File: src/rtl/ibex_register_file_fpga_init.sv
// Write-port front-end for a reset-less FPGA register file.
// After each reset a background sweep writes WordZeroVal into every
// architectural register. Core writes take priority over the sweep. A valid
// bitmap masks read data from registers not written since reset, so stale
// contents are never visible and the core never stalls.
//
// Handshake: there is no valid/ready pairing on this block. A core write
// (we_a_i) is always accepted in the cycle it is presented. rf_we_o is a
// single-cycle write strobe that the register file must honour on the same
// clock edge.
module ibex_register_file_fpga_init #(
  parameter bit                   RV32E       = 1'b0,
  parameter int unsigned          DataWidth   = 32,
  parameter logic [DataWidth-1:0] WordZeroVal = '0
) (
  input  logic                 clk_i,
  input  logic                 rst_ni,
  input  logic                 we_a_i,
  input  logic [4:0]           waddr_a_i,
  input  logic [DataWidth-1:0] wdata_a_i,
  input  logic [4:0]           raddr_a_i,
  input  logic [4:0]           raddr_b_i,
  input  logic [DataWidth-1:0] rf_rdata_a_i,
  input  logic [DataWidth-1:0] rf_rdata_b_i,
  output logic [DataWidth-1:0] rdata_a_o,
  output logic [DataWidth-1:0] rdata_b_o,
  output logic                 rf_we_o,
  output logic [4:0]           rf_waddr_o,
  output logic [DataWidth-1:0] rf_wdata_o,
  output logic                 init_done_o,
  output logic                 err_o
);

  localparam int unsigned          AddrWidth = RV32E ? 4 : 5;
  localparam int unsigned          NumRegs   = 2 ** AddrWidth;
  localparam logic [AddrWidth-1:0] LastReg   = AddrWidth'(NumRegs - 1);

  typedef enum logic {
    SWEEP = 1'b0,
    DONE  = 1'b1
  } state_e;

  state_e               state_q;
  logic                 init_done_q;
  logic [NumRegs-1:1]   vld_q;
  logic [AddrWidth-1:0] ptr_q;

  logic                 in_range;
  logic                 core_wr;
  logic                 sweep_wr;
  logic [AddrWidth-1:0] widx;
  logic [31:0]          vld_full;

  // Upper half of the 5-bit address space does not exist in RV32E.
  assign in_range = !RV32E || !waddr_a_i[4];
  assign widx     = waddr_a_i[AddrWidth-1:0];
  assign core_wr  = rst_ni && we_a_i && (waddr_a_i != 5'd0) && in_range;
  // The sweep only writes registers the core has not already written.
  assign sweep_wr = rst_ni && (state_q == SWEEP) && !core_wr && !vld_q[ptr_q];

  // Write port mux: core first, otherwise the sweep values (also the idle values).
  assign rf_we_o     = core_wr || sweep_wr;
  assign rf_waddr_o  = core_wr ? waddr_a_i : 5'(ptr_q);
  assign rf_wdata_o  = core_wr ? wdata_a_i : WordZeroVal;
  assign err_o       = rst_ni && RV32E && we_a_i && waddr_a_i[4];
  assign init_done_o = init_done_q;

  // Sweep FSM, pointer and valid bitmap; the sweep stalls on core writes.
  always_ff @(posedge clk_i) begin
    if (!rst_ni) begin
      state_q     <= SWEEP;
      init_done_q <= 1'b0;
      ptr_q       <= AddrWidth'(1);
      vld_q       <= '0;
    end else if (core_wr) begin
      vld_q[widx] <= 1'b1;
    end else begin
      case (state_q)
        SWEEP: begin
          if (sweep_wr) begin
            vld_q[ptr_q] <= 1'b1;
          end
          if (ptr_q == LastReg) begin
            state_q     <= DONE;
            init_done_q <= 1'b1;
          end else begin
            ptr_q <= ptr_q + AddrWidth'(1);
          end
        end
        DONE: begin
          state_q     <= DONE;
          init_done_q <= 1'b1;
        end
        default: begin
          state_q     <= SWEEP;
          init_done_q <= 1'b0;
        end
      endcase
    end
  end

  // Full 32-entry validity view: x0 always valid, nonexistent registers never valid.
  always_comb begin
    vld_full    = '0;
    vld_full[0] = 1'b1;
    for (int i = 1; i < NumRegs; i++) begin
      vld_full[i] = vld_q[i];
    end
  end

  // Read masking: unwritten registers read as WordZeroVal, no added latency.
  assign rdata_a_o = vld_full[raddr_a_i] ? rf_rdata_a_i : WordZeroVal;
  assign rdata_b_o = vld_full[raddr_b_i] ? rf_rdata_b_i : WordZeroVal;

endmodule

File: config.mk
export PLATFORM = sky130hd
export DESIGN_NAME = ibex_register_file_fpga_init
export DESIGN_NICKNAME = d
export VERILOG_FILES = /design/src/rtl/ibex_register_file_fpga_init.sv
export SDC_FILE = /design/constraint.sdc
export NUM_CORES = 1
export LEC_CHECK = 0
export BUFFER_PORTS_ARGS = -buffer_cell sky130_fd_sc_hd__buf_2
export CAP_MARGIN = 15
export CORE_UTILIZATION = 30
export DETAILED_ROUTE_END_ITERATION = 10
export GPL_TIMING_DRIVEN = 0
export PLACE_DENSITY = 0.61
export SYNTH_ARGS = -nofsm -noshare
export SYNTH_HDL_FRONTEND = slang
export SYNTH_SLANG_ARGS = --single-unit
File: constraint.sdc
create_clock -name clk_i -period 3.5 [get_ports clk_i]
set_clock_uncertainty 0.05 [all_clocks]
set_input_delay 0.875 -clock clk_i [delete_from_list [all_inputs] [get_ports clk_i]]
set_output_delay 0.875 -clock clk_i [all_outputs]
set_load 0.005 [all_outputs]
* Word level (Yosys, flattened, before mapping) *
Index checks and enable logic that the tools add are counted.

storage, ports and cells
  register bits = 38
  input port bits = 114

operators by class
  order comparisons = 6
  muxes and demuxes = 21
  bitwise operators = 5
  equality and inequality tests = 3
  reductions and logical operators = 15
  add/sub/neg operators = 1

operators with widths
  operator               count
  $mux W32               3
  $mux W31               3
  $or A31 B31 Y31        2
  $lt A5 B6 Y1 const B   4
  $bmux W1 S5            3
  $demux W1 S5           2
  $ge A5 B1 Y1 const B   2
  $logic_and A1 B1 Y1    7
  $mux W1                7
  $add A5 B1 Y5 const B  1
  $eq A5 B5 Y1 const B   1
  $mux W5                1
  $reduce_bool A5 Y1     1
  $ne A2 B1 Y1 const B   2
  $pmux W1 S2            2
  $reduce_and A2 Y1      2
  $not A1 Y1             3
  $reduce_and A3 Y1      1
  $logic_not A1 Y1       2
  $reduce_bool A2 Y1     1
  $logic_or A1 B1 Y1     1

* Longest topological paths before layout *
  word-level depth = 8
  gate-level depth with buffers = 8

* Worst setup path before layout *
No wires, ideal clock.

  path kind = input to output
  start = input port raddr_a_i[1]
  end = output port rdata_a_o[0]
  data required time = 2575 ps
  slack = 75 ps
  buffers on the path = 2
  cell stages on the path = 7
  arrival time = 2500 ps
  cells stage by stage = buf_2 -> mux4_2 -> mux2_2 -> nor3b_1 -> nor4_2 -> clkbuf_1 -> and2_1

on the way
  longest elaborated chain between the ends = 3

RTL lines
  what                           line  text
  from (decl)                    21    input logic [4:0] raddr_a_i,
  $bmux W1 S5                    112   assign rdata_a_o = vld_full[raddr_a_i] ? rf_rdata_a_i : WordZeroVal;
  $mux W1 (not written as such)  112
  $mux W32                       112
  to (decl)                      25    output logic [DataWidth-1:0] rdata_a_o,

No other way between the ends. The select of a mux whose other input is x is not followed.

* Final worst setup path *
  start = input port raddr_b_i[1]
  end = output port rdata_b_o[21]

on the way
  longest elaborated chain between the ends = 3

RTL lines
  what                           line  text
  from (decl)                    22    input logic [4:0] raddr_b_i,
  $bmux W1 S5                    113   assign rdata_b_o = vld_full[raddr_b_i] ? rf_rdata_b_i : WordZeroVal;
  $mux W1 (not written as such)  113
  $mux W32                       113
  to (decl)                      26    output logic [DataWidth-1:0] rdata_b_o,

No other way between the ends. The select of a mux whose other input is x is not followed.

==> results.sh <==
export IMPL_period_needed_ns=3.49
export IMPL_grt_max_degree=11
export IMPL_max_stage_delay_ns=0.48
export IMPL_clockBufferDepth=2
export IMPL_layout_drive_gt1_share_pct=51.6
export IMPL_ys_seq_elements=38
export IMPL_n_fill_cell=1100
export IMPL_wl_per_cell_um=17.6
export IMPL_synth_top_area_share_pct=21.5
export IMPL_insertion_delay_ns=0.28
export IMPL_path_cells="buf_12 -> mux4_2 -> mux2_4 -> nor3b_4 -> nor4_4 -> buf_2 -> and2_1 -> buf_2"
export IMPL_synthCells=447
export IMPL_initial_core_util_pct=30.9
export IMPL_drcViolationCount=0
export IMPL_ys_seq_area_share_pct=21.5
export IMPL_synth_edff_count=0
export IMPL_routabilityCongestion=0.946
export IMPL_grt_use_total_pct=21.9
export IMPL_slew_viol_final=0
export IMPL_core_area_um2=11500
export IMPL_holdWs_ns=0.419
export IMPL_yosysTopAreaCell="dfxtp_1"
export IMPL_p_leak_nw=2.66
export IMPL_clk_pin_slew_ns=0.06
export IMPL_viasPerCell=5.49
export IMPL_max_slew_margin_rel_pct=61.7
export IMPL_path_class="primary input to output port"
export IMPL_syn_area_um2=3540
export IMPL_timing_fmax_mhz=287
export IMPL_endpoint_kind="output port"
export IMPL_grt_pass1_wl_mm=21.6
export IMPL_finalHoldViolations=0
export IMPL_grt_pass1_vias=4310
export IMPL_post_route_period_util_pct=99.7
export IMPL_cts_tree="yes"
export IMPL_detail_route_antenna_nets=0
export IMPL_cts_buffers=5
export IMPL_setup_tns_ns=0
export IMPL_antenna_found_initial=2
export IMPL_cts_hold_fix_buffers=0
export IMPL_dieArea_um2=12200
export IMPL_synth_most_common_cell="and2_1"
export IMPL_arrival_ns=2.57
export IMPL_drt_first_pass_iters=5
export IMPL_yosysUniqueCellTypes=48
export IMPL_gr_total_overflow=0
export IMPL_required_ns=2.57
export IMPL_yosysWarnings=0
export IMPL_io_pins=218
export IMPL_cts_root_buffer="clkbuf_16"
export IMPL_crit_path_frequent_cell="buf_2"
export IMPL_die_x_um=111
export IMPL_irDropWorstVdd_mv=0.169
export IMPL_hold_path_class="flop to flop"
export IMPL_p_per_area_nw_per_um2=268
export IMPL_crit_path_start_kind="primary input"
export IMPL_cts_sinks=38
export IMPL_fin_nets=787
export IMPL_finalSetupViolations=0
export IMPL_yosys_top_cells_count="and2_1, dfxtp_1, nor2_1"
export IMPL_final_util_pct=48.7
export IMPL_slowest_stage="mux4_2"
export IMPL_path_max_fanout=8
export IMPL_vias=4458
export IMPL_dp_slack_ns=-0.430
export IMPL_final_area_um2=5580
export IMPL_synthTopCellsByArea="dfxtp_1, and2_1, mux4_2"
export IMPL_avgSynthCellArea_um2=7.92
export IMPL_routed_wl_mm=14.3
export IMPL_rsz0062_at_grt="yes"
export IMPL_async_flop_share_pct=0
export IMPL_fin_ws_ns=0.00962
export IMPL_drt_iter0_markers=267
export IMPL_syn2layout_area_growth_pct=57.7
export IMPL_ys_flop_type="dfxtp_1"
export IMPL_synth_nets=566
export IMPL_h_tree_depth=2
export IMPL_post_dp_hpwl_mm=11.0
export IMPL_row_count=39
export IMPL_drv_cap=0
export IMPL_portBuffers=206
export IMPL_dieHeight_um=111
export IMPL_worst_pin_slew_ns=0.575
export IMPL_postPlaceCellArea_um2=4750
export IMPL_status="completed"
==> layout by cell type, fill, tap and decap left out, types with 5 or more instances in the layout <==
cell type,count
clkbuf_16,6
inv_1,6
nor2_1,37
buf_4,14
mux4_2,21
clkbuf_1,19
and3_1,13
buf_2,171
ha_1,5
a21oi_1,27
o2111ai_1,6
o21ai_0,16
o21ai_2,10
buf_6,40
clkbuf_8,5
a31oi_1,21
and2_4,42
o22ai_1,6
nand2_1,32
nand3_1,9
dfxtp_1,37
and2_1,55
==> sequential cells by signal, summed over array words and instances, names as in the netlist <==
register / count
init_done_o: 1
ptr_q: 5
state_q: 1
vld_q: 31
==> critical path, delay by kind of cell <==
family        cells  cell delay [ns]
simple gates      3             0.51
buf+inv           3             0.40
mux               2             0.78
==> layout make-up <==
class	instances	area, µm²	area share [%]
inverter	6	22.5	0.404
clock buffer	6	139	2.49
sequential	38	762	13.7
timing repair buffer	216	1360	24.3
multi-input combinational	360	2840	50.8
buffer	41	282	5.04
tap	143	179	3.21
antenna	2	5.00	0.0897
==> what timing repair did <==
item / 4_1_cts / 5_1_grt
endpoints found under the setup margin: 102 / 74
pin swaps: 6 / 30
buffers inserted: 1 / 4
gates resized for setup: 49 / 103
cloned: 4 / 2
==> stage by stage <==
step           power [W]  instances
6_report         0.00150        812
5_1_grt          0.00155        812
4_1_cts          0.00140        805
3_5_place_dp    0.000927        796
3_3_place_gp    0.000921        796
2_1_floorplan   0.000724        447
==> kinds of logic after synthesis <==
logic type	synth area share [%]
flip-flops	21.5
multiplexers	16.1
adder cells (fa/ha/maj)	1.77
XOR/XNOR	0.742
buffers and inverters	6.19
other	0.106
AND/OR/NAND/NOR	33.8
AO/OA/AOI/OAI	19.9
==> power by group <==
part	internal, W	switching (W)	leakage [nW]
clock network	0.000275	0.000171	0.0688
registers	0.000449	0.0000215	0.308
logic	0.000306	0.000273	2.29
==> final timing paths <==
| kind | from | to | slack, ns | cells past startpoint |
|---|---|---|---|---|
| worst max-delay path | raddr_b_i[1] | rdata_b_o[21] | 0.01 | 8 |
| worst min-delay path | init_done_o$_SDFFE_PN0P_ | init_done_o$_SDFFE_PN0P_ | 0.42 | 2 |
| worst max register to register | ptr_q[1]$_SDFFE_PN0P_ | vld_q[9]$_SDFFE_PN0P_ | 1.10 | 8 |
| worst min register to register | init_done_o$_SDFFE_PN0P_ | init_done_o$_SDFFE_PN0P_ | 0.42 | 2 |
==> layer usage <==
metal  wire length (µm)  GRT usage, %  part of all wire (%)
met5                  0             0                     0
met2               7290          40.6                    51
met3               1180          3.51                   8.2
met1               5390          25.6                    38
met4                468          6.84                   3.3
No activity file was read; power rests on OpenSTA's default activity.
